$ cat src/rtl/apb_timer_gen.sv
// APB zero-wait-state WIDTH-bit up/down timer with power-of-two prescaler, auto-reload,
// write-0-to-clear status and a registered level irq. Define TIMER_CMP_EN to build the compare unit.
module apb_timer_gen #(
    parameter int WIDTH = 8,
    parameter int CKS_W = 2
) (
    input  logic             pclk,
    input  logic             presetn,
    input  logic             psel,
    input  logic             penable,
    input  logic             pwrite,
    input  logic [7:0]       paddr,
    input  logic [WIDTH-1:0] pwdata,
    output logic [WIDTH-1:0] prdata,
    output logic             pready,
    output logic             pslverr,
    output logic             irq
);
    localparam int PW = 2 ** CKS_W;
    localparam logic [7:0] A_TDR  = 8'h00;
    localparam logic [7:0] A_TCR  = 8'h01;
    localparam logic [7:0] A_TSR  = 8'h02;
    localparam logic [7:0] A_TCNT = 8'h03;
    localparam logic [7:0] A_TCMP = 8'h04;
    localparam logic [7:0] A_TIER = 8'h05;
`ifdef TIMER_CMP_EN
    localparam logic [2:0] FLAG_MASK = 3'b111;
`else
    localparam logic [2:0] FLAG_MASK = 3'b011;
`endif

    logic [WIDTH-1:0] tdr_q, tcnt_q, tcnt_d;
`ifdef TIMER_CMP_EN
    logic [WIDTH-1:0] tcmp_q;
`endif
    logic             load_q, down_q, en_q, arld_q;
    logic [CKS_W-1:0] cks_q;
    logic [2:0]       tsr_q, tsr_d, tier_q, hw_set, sw_clr;
    logic [PW-1:0]    pre_q, pre_d, pre_mask;
    logic             irq_q;
    logic             access, wr_en, tick, step;
    logic [7:0]       tcr_rd;

    assign access  = psel & penable;
    assign wr_en   = access & pwrite;
    assign pready  = 1'b1;
    assign pslverr = access && (paddr > A_TIER);
    assign irq     = irq_q;

    // Tick when the low (cks+1) prescaler bits are all ones; cks changes apply immediately.
    always_comb begin
        pre_mask = '0;
        for (int i = 0; i < PW; i++) begin
            pre_mask[i] = (i <= int'(cks_q));
        end
    end

    assign tick  = ((pre_q & pre_mask) == pre_mask);
    assign step  = en_q & tick & ~load_q;
    assign pre_d = (!en_q || load_q) ? '0 : pre_q + PW'(1);

    always_comb begin
        tcnt_d = tcnt_q;
        hw_set = '0;
        if (load_q) begin
            tcnt_d = tdr_q;
        end else if (step) begin
            if (!down_q) begin
                if (&tcnt_q) begin
                    tcnt_d    = arld_q ? tdr_q : '0;
                    hw_set[0] = 1'b1;
                end else begin
                    tcnt_d = tcnt_q + WIDTH'(1);
                end
            end else begin
                if (tcnt_q == '0) begin
                    tcnt_d    = arld_q ? tdr_q : '1;
                    hw_set[1] = 1'b1;
                end else begin
                    tcnt_d = tcnt_q - WIDTH'(1);
                end
            end
`ifdef TIMER_CMP_EN
            if (tcnt_d == tcmp_q) hw_set[2] = 1'b1;
`endif
        end
    end

    // A hardware set in the same cycle as a software clear keeps the flag.
    always_comb begin
        sw_clr = '0;
        if (wr_en && (paddr == A_TSR)) sw_clr = ~pwdata[2:0];
        tsr_d = ((tsr_q & ~sw_clr) | hw_set) & FLAG_MASK;
    end

    always_ff @(posedge pclk or negedge presetn) begin
        if (!presetn) begin
            tdr_q  <= '0;
            tcnt_q <= '0;
            load_q <= 1'b0;
            down_q <= 1'b0;
            en_q   <= 1'b0;
            arld_q <= 1'b0;
            cks_q  <= '0;
            tsr_q  <= '0;
            tier_q <= '0;
            pre_q  <= '0;
            irq_q  <= 1'b0;
`ifdef TIMER_CMP_EN
            tcmp_q <= '0;
`endif
        end else begin
            tcnt_q <= tcnt_d;
            tsr_q  <= tsr_d;
            pre_q  <= pre_d;
            irq_q  <= |(tsr_q & tier_q);
            if (wr_en) begin
                case (paddr)
                    A_TDR: tdr_q <= pwdata;
                    A_TCR: begin
                        load_q <= pwdata[7];
                        down_q <= pwdata[5];
                        en_q   <= pwdata[4];
                        arld_q <= pwdata[3];
                        cks_q  <= pwdata[CKS_W-1:0];
                    end
`ifdef TIMER_CMP_EN
                    A_TCMP: tcmp_q <= pwdata;
`endif
                    A_TIER: tier_q <= pwdata[2:0] & FLAG_MASK;
                    default: ;
                endcase
            end
        end
    end

    always_comb begin
        tcr_rd            = '0;
        tcr_rd[CKS_W-1:0] = cks_q;
        tcr_rd[3]         = arld_q;
        tcr_rd[4]         = en_q;
        tcr_rd[5]         = down_q;
        tcr_rd[7]         = load_q;
    end

    always_comb begin
        prdata = '0;
        if (access && !pwrite) begin
            case (paddr)
                A_TDR:  prdata = tdr_q;
                A_TCR:  prdata = WIDTH'(tcr_rd);
                A_TSR:  prdata = WIDTH'(tsr_q);
                A_TCNT: prdata = tcnt_q;
`ifdef TIMER_CMP_EN
                A_TCMP: prdata = tcmp_q;
`endif
                A_TIER: prdata = WIDTH'(tier_q);
                default: prdata = '0;
            endcase
        end
    end

endmodule

$ cat config.mk
export PLATFORM = sky130hd
export DESIGN_NAME = apb_timer_gen
export DESIGN_NICKNAME = d
export VERILOG_FILES = /design/src/rtl/apb_timer_gen.sv
export SDC_FILE = /design/constraint.sdc
export NUM_CORES = 1
export LEC_CHECK = 0
export ABC_AREA = 1
export ABC_CLOCK_PERIOD_IN_PS = 1640
export CAP_MARGIN = 20
export CORE_UTILIZATION = 56
export CTS_CLUSTER_DIAMETER = 60
export DETAILED_ROUTE_END_ITERATION = 12
export PLACE_DENSITY = 0.86
export RECOVER_POWER = 100
export SETUP_SLACK_MARGIN = 0.4
export SYNTH_ARGS = -nofsm -noshare
export SYNTH_HDL_FRONTEND = slang
export SYNTH_SLANG_ARGS = --single-unit
$ cat constraint.sdc
create_clock -name pclk -period 1.64 [get_ports pclk]
set_input_delay 0.41 -clock pclk [delete_from_list [all_inputs] [get_ports pclk]]
set_output_delay 0.41 -clock pclk [all_outputs]
set_load 0.05 [all_outputs]
==> impl_metrics.csv, run 1 <==
group,metric,value,unit
run_status,violations,"setup timing",
power_and_ir_drop,ir_drop,537,uV
grt,gr-usage-all-layers,0.464,
cts,path_clk_slew,0.07,ns
die,die_y,69.6,um
setup_path,path_class,"input port to output port",
cts,cts_max_level,2,
cts,cts_tree,"done",
setup_path,r2r-start,"load_q",
placed_design,dp_hpwl,5.44,mm
timing,finalSetupViolCount,19,
drt,wl_per_cell,27.5,um
power_and_ir_drop,clkPwrFrac,0.390,
setup_path,critPathMostFrequentCell,"nor2_4",
power_and_ir_drop,p_int,1.30,mW
die,dieArea,0.00485,sq mm
cts,cts-buffers-inserted,5,
placed_design,place.port_buffers,30,
setup_path,startpoint,"paddr[6]",
grt,first_global_vias,3232,
die,rows,24,
timing,timing.hold.ws,0.571,ns
setup_path,worstPathArrival,1.85,ns
grt,grt_max_degree,32,
synth,netlist_instances,372,
power_and_ir_drop,power.leakage,2.00,nW
timing,slew_viol_final,0,
grt,grt-ovfl-total,0,
timing,slew-limit-headroom,0.415,
cts,cts.sinks,31,
synth,synth.distinct_cells,33,
cells_and_area,layout-drive-gt1-share,0.503,
synth,yosys-top-cells-area,"dfrtp_1 (30%), nand2_1 (18%), nand3_1 (11%)",
cts,clock-root-buffer,"clkbuf_8",
synth,syn_avg_cell_area,6.88,sq um
setup_path,critPathMaxStageDelay,0.22,ns
drt,dr.pass1.iters,9,
drt,routed_wl,14.1,mm
setup_path,worstSetupStartpointType,"input port",
setup_path,required,1.23,ns
setup_path,worstPathMaxFanout,5,
run,cap_violations,0,
die,fp.coreArea,0.00438,sq mm
timing,finalSetupTns,-4.89,ns
drt,ant_nets,0,
timing,fin_crit,2.26,ns
synth,synth_fp_nets,397,
drt,vias,3645,
timing,setup_ws,-0.619,ns
setup_path,endpoint_kind,"output port",
drt,first_iter_violations,1014,
worst_hold_path,hold_class,"flop to flop",
die,initial_core_util,0.584,
timing,final-hold-violation-count,0,
synth,ys_seq_area_frac,0.303,
cts,insertion_delay,0.30,ns
worst_hold_path,hp-start,"en_q",
power_and_ir_drop,p_sw_frac,0.309,
cells_and_area,n_fill_cell,126,
synth,synth_area,0.00256,sq mm
cells_and_area,post-route-util,0.941,
cells_and_area,syn2layout_area_growth,61.1,%
drt,avgViaCountPerCell,7.11,
cts,cts.path.max_buffers,2,
timing,grt_setup_unrepaired,"yes",
die,pin_count,32,
drt,drc,0,
power_and_ir_drop,combPwrFrac,0.188,
synth,synth_ff_type,"dfrtp_1",
cells_and_area,antenna_cells,0,
synth,synth_largest_area_cell,"dfrtp_1",
power_and_ir_drop,net-switching-power,579,uW
setup_path,path_cells,"buf_2 -> nor2_4 -> nand2_8 -> nor2_8 -> buf_4 -> nand3_1 -> nand3_4 -> nor2_4 -> nor2_4 -> buf_12",
timing,fmax,443,MHz
die,die_w,69.6,um
timing,skew,0.0103,ns
power_and_ir_drop,p_seq_frac,0.421,
timing,timing.final.crit_share,1.38,
timing,tightest_slew,0.877,ns
grt,antenna_found_initial,1,
setup_path,crit_path_top_delay_cell,"nand3_1",
synth,synth_edf_count,0,
synth,synthArstFlopShare,1.00,
power_and_ir_drop,power_density,455,mW/mm^2
power_and_ir_drop,power.total,1.88,mW
synth,synth.ff_latch_count,31,
run_status,status,"finished, violations left",
synth,synth_top_area_frac,0.303,
grt,grt_pass1_wl,17.0,mm
cells_and_area,layout.nets,485,
synth,yosys_warnings,0,
placed_design,place_congestion,0.933,
==> state kept, by name (all words and copies together) (netlist names) <==
| signal | flops |
|---|---|
| arld_q | 1 |
| cks_q | 2 |
| down_q | 1 |
| en_q | 1 |
| irq | 1 |
| load_q | 1 |
| pre_q | 4 |
| tcnt_q | 8 |
| tdr_q | 8 |
| tier_q | 2 |
| tsr_q | 2 |
==> path summary, 6_finish.rpt <==
path	slack (ns)	end	depth (start not counted)
worst min register to register	0.57	en_q	2
worst max register to register	-0.26	tcnt_q[4]	6
worst max-delay path	-0.62	prdata[1]	10
worst min-delay path	0.57	en_q	2
min in group asynchronous	0.75	tcnt_q[5]	2
max in group asynchronous	0.27	tcnt_q[2]	2
==> power groups by stage <==
stage               logic, mW  clock network, mW  registers, mW
detailed placement      0.254                  0          0.799
global placement        0.248                  0          0.799
floorplan               0.108                  0          0.798
global route            0.364              0.764          0.790
finish                  0.353              0.732          0.790
CTS                     0.299              0.694          0.786
==> per-layer routing <==
| metal | part of all wire | vias up | routed length [um] | GRT usage |
|---|---|---|---|---|
| met4 | 0.13 | 0 | 1880 | 0.304 |
| met1 | 0.32 | 1623 | 4440 | 0.545 |
| met3 | 0.15 | 222 | 2070 | 0.105 |
| met2 | 0.41 | 443 | 5720 | 0.758 |
| li1 | - | 1357 | - | - |
| met5 | 0 | - | 0 | 0 |
==> what timing repair did <==
| action | CTS | global route |
|---|---|---|
| resized for setup | 119 | 62 |
| endpoints found under the setup margin | 39 | 39 |
| cloned | 3 | 0 |
| hold buffers | 0 | 0 |
| buffers inserted | 18 | 9 |
| pin swaps | 40 | 28 |
==> layout make-up <==
| class | instances | area, sq um | share of cell area |
|---|---|---|---|
| clock buffers | 7 | 96.3 | 0.0234 |
| clock inverters | 1 | 7.51 | 0.00182 |
| inverters | 45 | 210 | 0.0510 |
| multi-input cells | 286 | 2010 | 0.488 |
| flip-flops and latches | 31 | 787 | 0.191 |
| well taps | 52 | 65.1 | 0.0158 |
| repair buffers | 91 | 947 | 0.230 |
==> critical path, delay by kind of cell <==
| family | cells | cell delay [ns] |
|---|---|---|
| and+or+nand+nor | 7 | 0.97 |
| buffers and inverters | 3 | 0.45 |
==> cells by family after synthesis <==
logic type      after synthesis  synth area share
xor+xnor                      6            0.0205
fa+ha+maj                     4            0.0195
other cells                   1           0.00146
flops                        31             0.303
compound gates               34            0.0874
buf+inv                      57             0.107
simple gates                239             0.461
==> layout by cell type (no fill, tap or decap), types with 6 or more instances in the layout <==
cell / instances
buf_12: 13
buf_4: 39
buf_6: 15
clkbuf_8: 7
clkdlybuf4s50_1: 8
clkinvlp_4: 7
dfrtp_1: 22
dfrtp_2: 9
inv_1: 22
inv_2: 10
nand2_1: 87
nand2_2: 34
nand2_4: 14
nand3_1: 38
nand3_2: 15
nand4_1: 6
nor2_1: 14
nor2_4: 13
o21ai_1: 10
o21ai_2: 9
==> synth_stat cells, types with 2 or more instances <==
master	n
a21oi_1	5
a21oi_2	3
buf_4	3
buf_6	6
clkbuf_1	2
clkinv_1	2
dfrtp_1	31
ha_1	4
inv_1	34
inv_2	8
nand2_1	125
nand2_2	9
nand2_4	4
nand3_1	55
nand4_1	6
nor2_1	19
nor2_2	2
nor2_4	9
nor2_8	3
nor3_1	2
nor3_2	3
o211ai_1	2
o21ai_0	2
o21ai_1	12
o21ai_2	9
xnor2_1	2
xor2_1	4
==> stage by stage <==
| stage | setup slack, ns | cell area [sq um] | instances |
|---|---|---|---|
| 2_1_floorplan | -0.201 | 2650 | 372 |
| 3_3_place_gp | -0.732 | 3280 | 475 |
| 3_5_place_dp | -0.799 | 3280 | 475 |
| 4_1_cts | -0.439 | 3890 | 504 |
| 5_1_grt | -0.674 | 4130 | 513 |
| 6_report | -0.619 | 4130 | 513 |
(Power assumes the default switching activity.)
==> inputs of run 2 (changes only) <==
- CTS_CLUSTER_SIZE: not set -> 24
==> results of run 2 <==
Final layout, timing and power as in run 1 (identical DEF).
==> inputs of run 3 (changes only) <==
- GPL_TIMING_DRIVEN: not set -> 0
==> run 3 against run 2 <==
Effect of this change: the run still ends with setup timing left; first-iteration DRC count is 70% lower; clock power is 4.1% lower; combinational power is 26% lower; global-route usage is 13 points lower; largest power group unchanged.
==> impl_metrics.csv, run 3 (same netlist as run 1, synthesis figures left out) <==
group,metric,value,unit
cells_and_area,reg.largest.list,"tcnt_q x8, tdr_q x8, pre_q x4",
timing,timing.final.crit_share,1.31,
timing,finalSetupViolCount,9,
setup_path,path_class,"input port to output port",
power_and_ir_drop,power.leakage,1.95,nW
cells_and_area,post-route-util,0.868,
placed_design,place_congestion,0.952,
grt,first_global_vias,2660,
setup_path,worstPathArrival,1.74,ns
cells_and_area,layout_common_cells,"nand2_1 (101), nand3_1 (44), dfrtp_1 (29)",
run_status,status,"finished, violations left",
placed_design,place.port_buffers,30,
cells_and_area,syn2layout_area_growth,48.7,%
timing,fmax,465,MHz
timing,final-hold-violation-count,0,
cts,cts_max_level,2,
die,fp.coreArea,0.00438,sq mm
timing,slew-limit-headroom,0.457,
setup_path,path_buf_inv,4,
cts,clock-root-buffer,"clkbuf_8",
cts,cts.path.max_buffers,2,
setup_path,worstPathMaxFanout,5,
drt,avgViaCountPerCell,5.97,
cells_and_area,layout.nets,473,
drt,first_iter_violations,308,
die,dieArea,0.00485,sq mm
setup_path,worstSetupStartpointType,"input port",
placed_design,dp_hpwl,4.79,mm
drt,routed_wl,9.01,mm
drt,wl_per_cell,18.0,um
drt,vias,2993,
grt,grt_max_degree,32,
drt,dr.pass1.iters,5,
timing,grt_setup_unrepaired,"yes",
cts,cts_tree,"done",
run_status,violations,"setup timing",
power_and_ir_drop,power_density,460,mW/mm^2
drt,drc,0,
die,initial_core_util,0.584,
setup_path,required,1.23,ns
cts,cts-buffers-inserted,5,
timing,fin_crit,2.15,ns
setup_path,endpoint_kind,"output port",
cells_and_area,final_common_cell,"nand2_1",
timing,setup_ws,-0.512,ns
drt,ant_nets,0,
grt,antenna_found_initial,0,
die,pin_count,32,
worst_hold_path,hold_class,"input port to asynchronous set/reset pin",
setup_path,critPathMaxStageDelay,0.32,ns
timing,slew_viol_final,0,
setup_path,crit_family,"simple AND/OR/NAND/NOR gates",
setup_path,path_cells,"buf_2 -> inv_4 -> buf_4 -> nor3_1 -> nand3_1 -> nand2_1 -> nor2_1 -> a21oi_4 -> buf_6",
die,die_y,69.6,um
cells_and_area,multi_input_area,0.00186,sq mm
cts,insertion_delay,0.29,ns
timing,tightest_slew,0.814,ns
grt,grt_pass1_wl,12.8,mm
cts,cts.sinks,31,
grt,gr-usage-all-layers,0.336,
cells_and_area,regArea,778,sq um
power_and_ir_drop,ir_drop,630,uV
cells_and_area,layout-drive-gt1-share,0.423,
placed_design,place_ws,-1.48,ns
die,die_w,69.6,um
setup_path,crit_path_top_delay_cell,"nor3_1",
cells_and_area,antenna_cells,0,
run,cap_violations,0,
timing,skew,0.0101,ns
cts,path_clk_slew,0.08,ns
die,rows,24,
grt,grt-ovfl-total,0,
cells_and_area,n_fill_cell,226,
## run 3: cell types whose count changed in the layout (fill, tap and decap cells not counted), moves of 4 or more
cell	before	now
buf_6	15	21
buf_12	13	4
nand2_1	87	101
buf_8	2	6
nand3_1	38	44
dfrtp_1	22	29
nand3_2	15	9
nand2_2	34	20
dfrtp_2	9	2
buf_4	39	27
o21ai_2	9	13
## run 3: routing by layer
metal / track usage / vias up / share of wire
met5: 0 / - / 0
met4: 0.140 / 0 / 0.060
met3: 0.0523 / 70 / 0.090
met2: 0.562 / 198 / 0.49
met1: 0.432 / 1385 / 0.36
li1: - / 1340 / -
## run 3: worst register-to-register path, delay by kind of cell, from the launching register on
family                     cells  cell delay, ns
adders and majority gates      1            0.15
buffers and inverters          2            0.21
DFF                            1            0.40
and+or+nand+nor                8            0.80
## run 3: metrics by stage
step | hold slack [ns] | instances | power (mW) | setup TNS (ns) | cell area, sq um
after floorplan | 0.114 | 372 | 0.905 | -1.21 | 2650
after global placement | 0.479 | 454 | 1.00 | -30.43 | 3010
after detailed placement | 0.481 | 454 | 1.00 | -17.29 | 3010
after CTS | 0.195 | 495 | 1.72 | -3.08 | 3620
after global routing | 0.260 | 501 | 1.80 | -3.92 | 3810
final | 0.193 | 501 | 1.75 | -3.28 | 3810
## run 3: path summary, 6_finish.rpt
check,startpoint,slack [ns],endpoint,cells after the start
worst max-delay path,paddr[1],-0.51,prdata[0],9
worst min-delay path,presetn,0.19,tcnt_q[6],1
max in group asynchronous,presetn,0.88,tcnt_q[0],1
worst min register to register,pre_q[0],0.49,pre_q[0],1
min in group pclk,pre_q[0],0.49,pre_q[0],1
worst max register to register,tcnt_q[1],0.03,tcnt_q[3],11
## run 3: layout make-up
class	instances	area share
repair buffers	69	0.178
clock buffers	7	0.0253
well taps	52	0.0171
clock inverters	1	0.00197
multi-input cells	284	0.489
inverters	45	0.0529
plain buffers	12	0.0319
flip-flops and latches	31	0.204
## run 3: repair_timing
item / in CTS / in global routing
endpoints found under the setup margin: 36 / 35
gates resized for setup: 166 / 42
setup buffers: 31 / 6
cloned: 2 / 0
hold buffers: 0 / 0
pin swaps: 35 / 30
## run 3: report_power, final
group	switching, mW	internal (mW)	total, mW
sequential	0.0130	0.773	0.786
clock	0.320	0.382	0.702
combinational	0.159	0.103	0.262
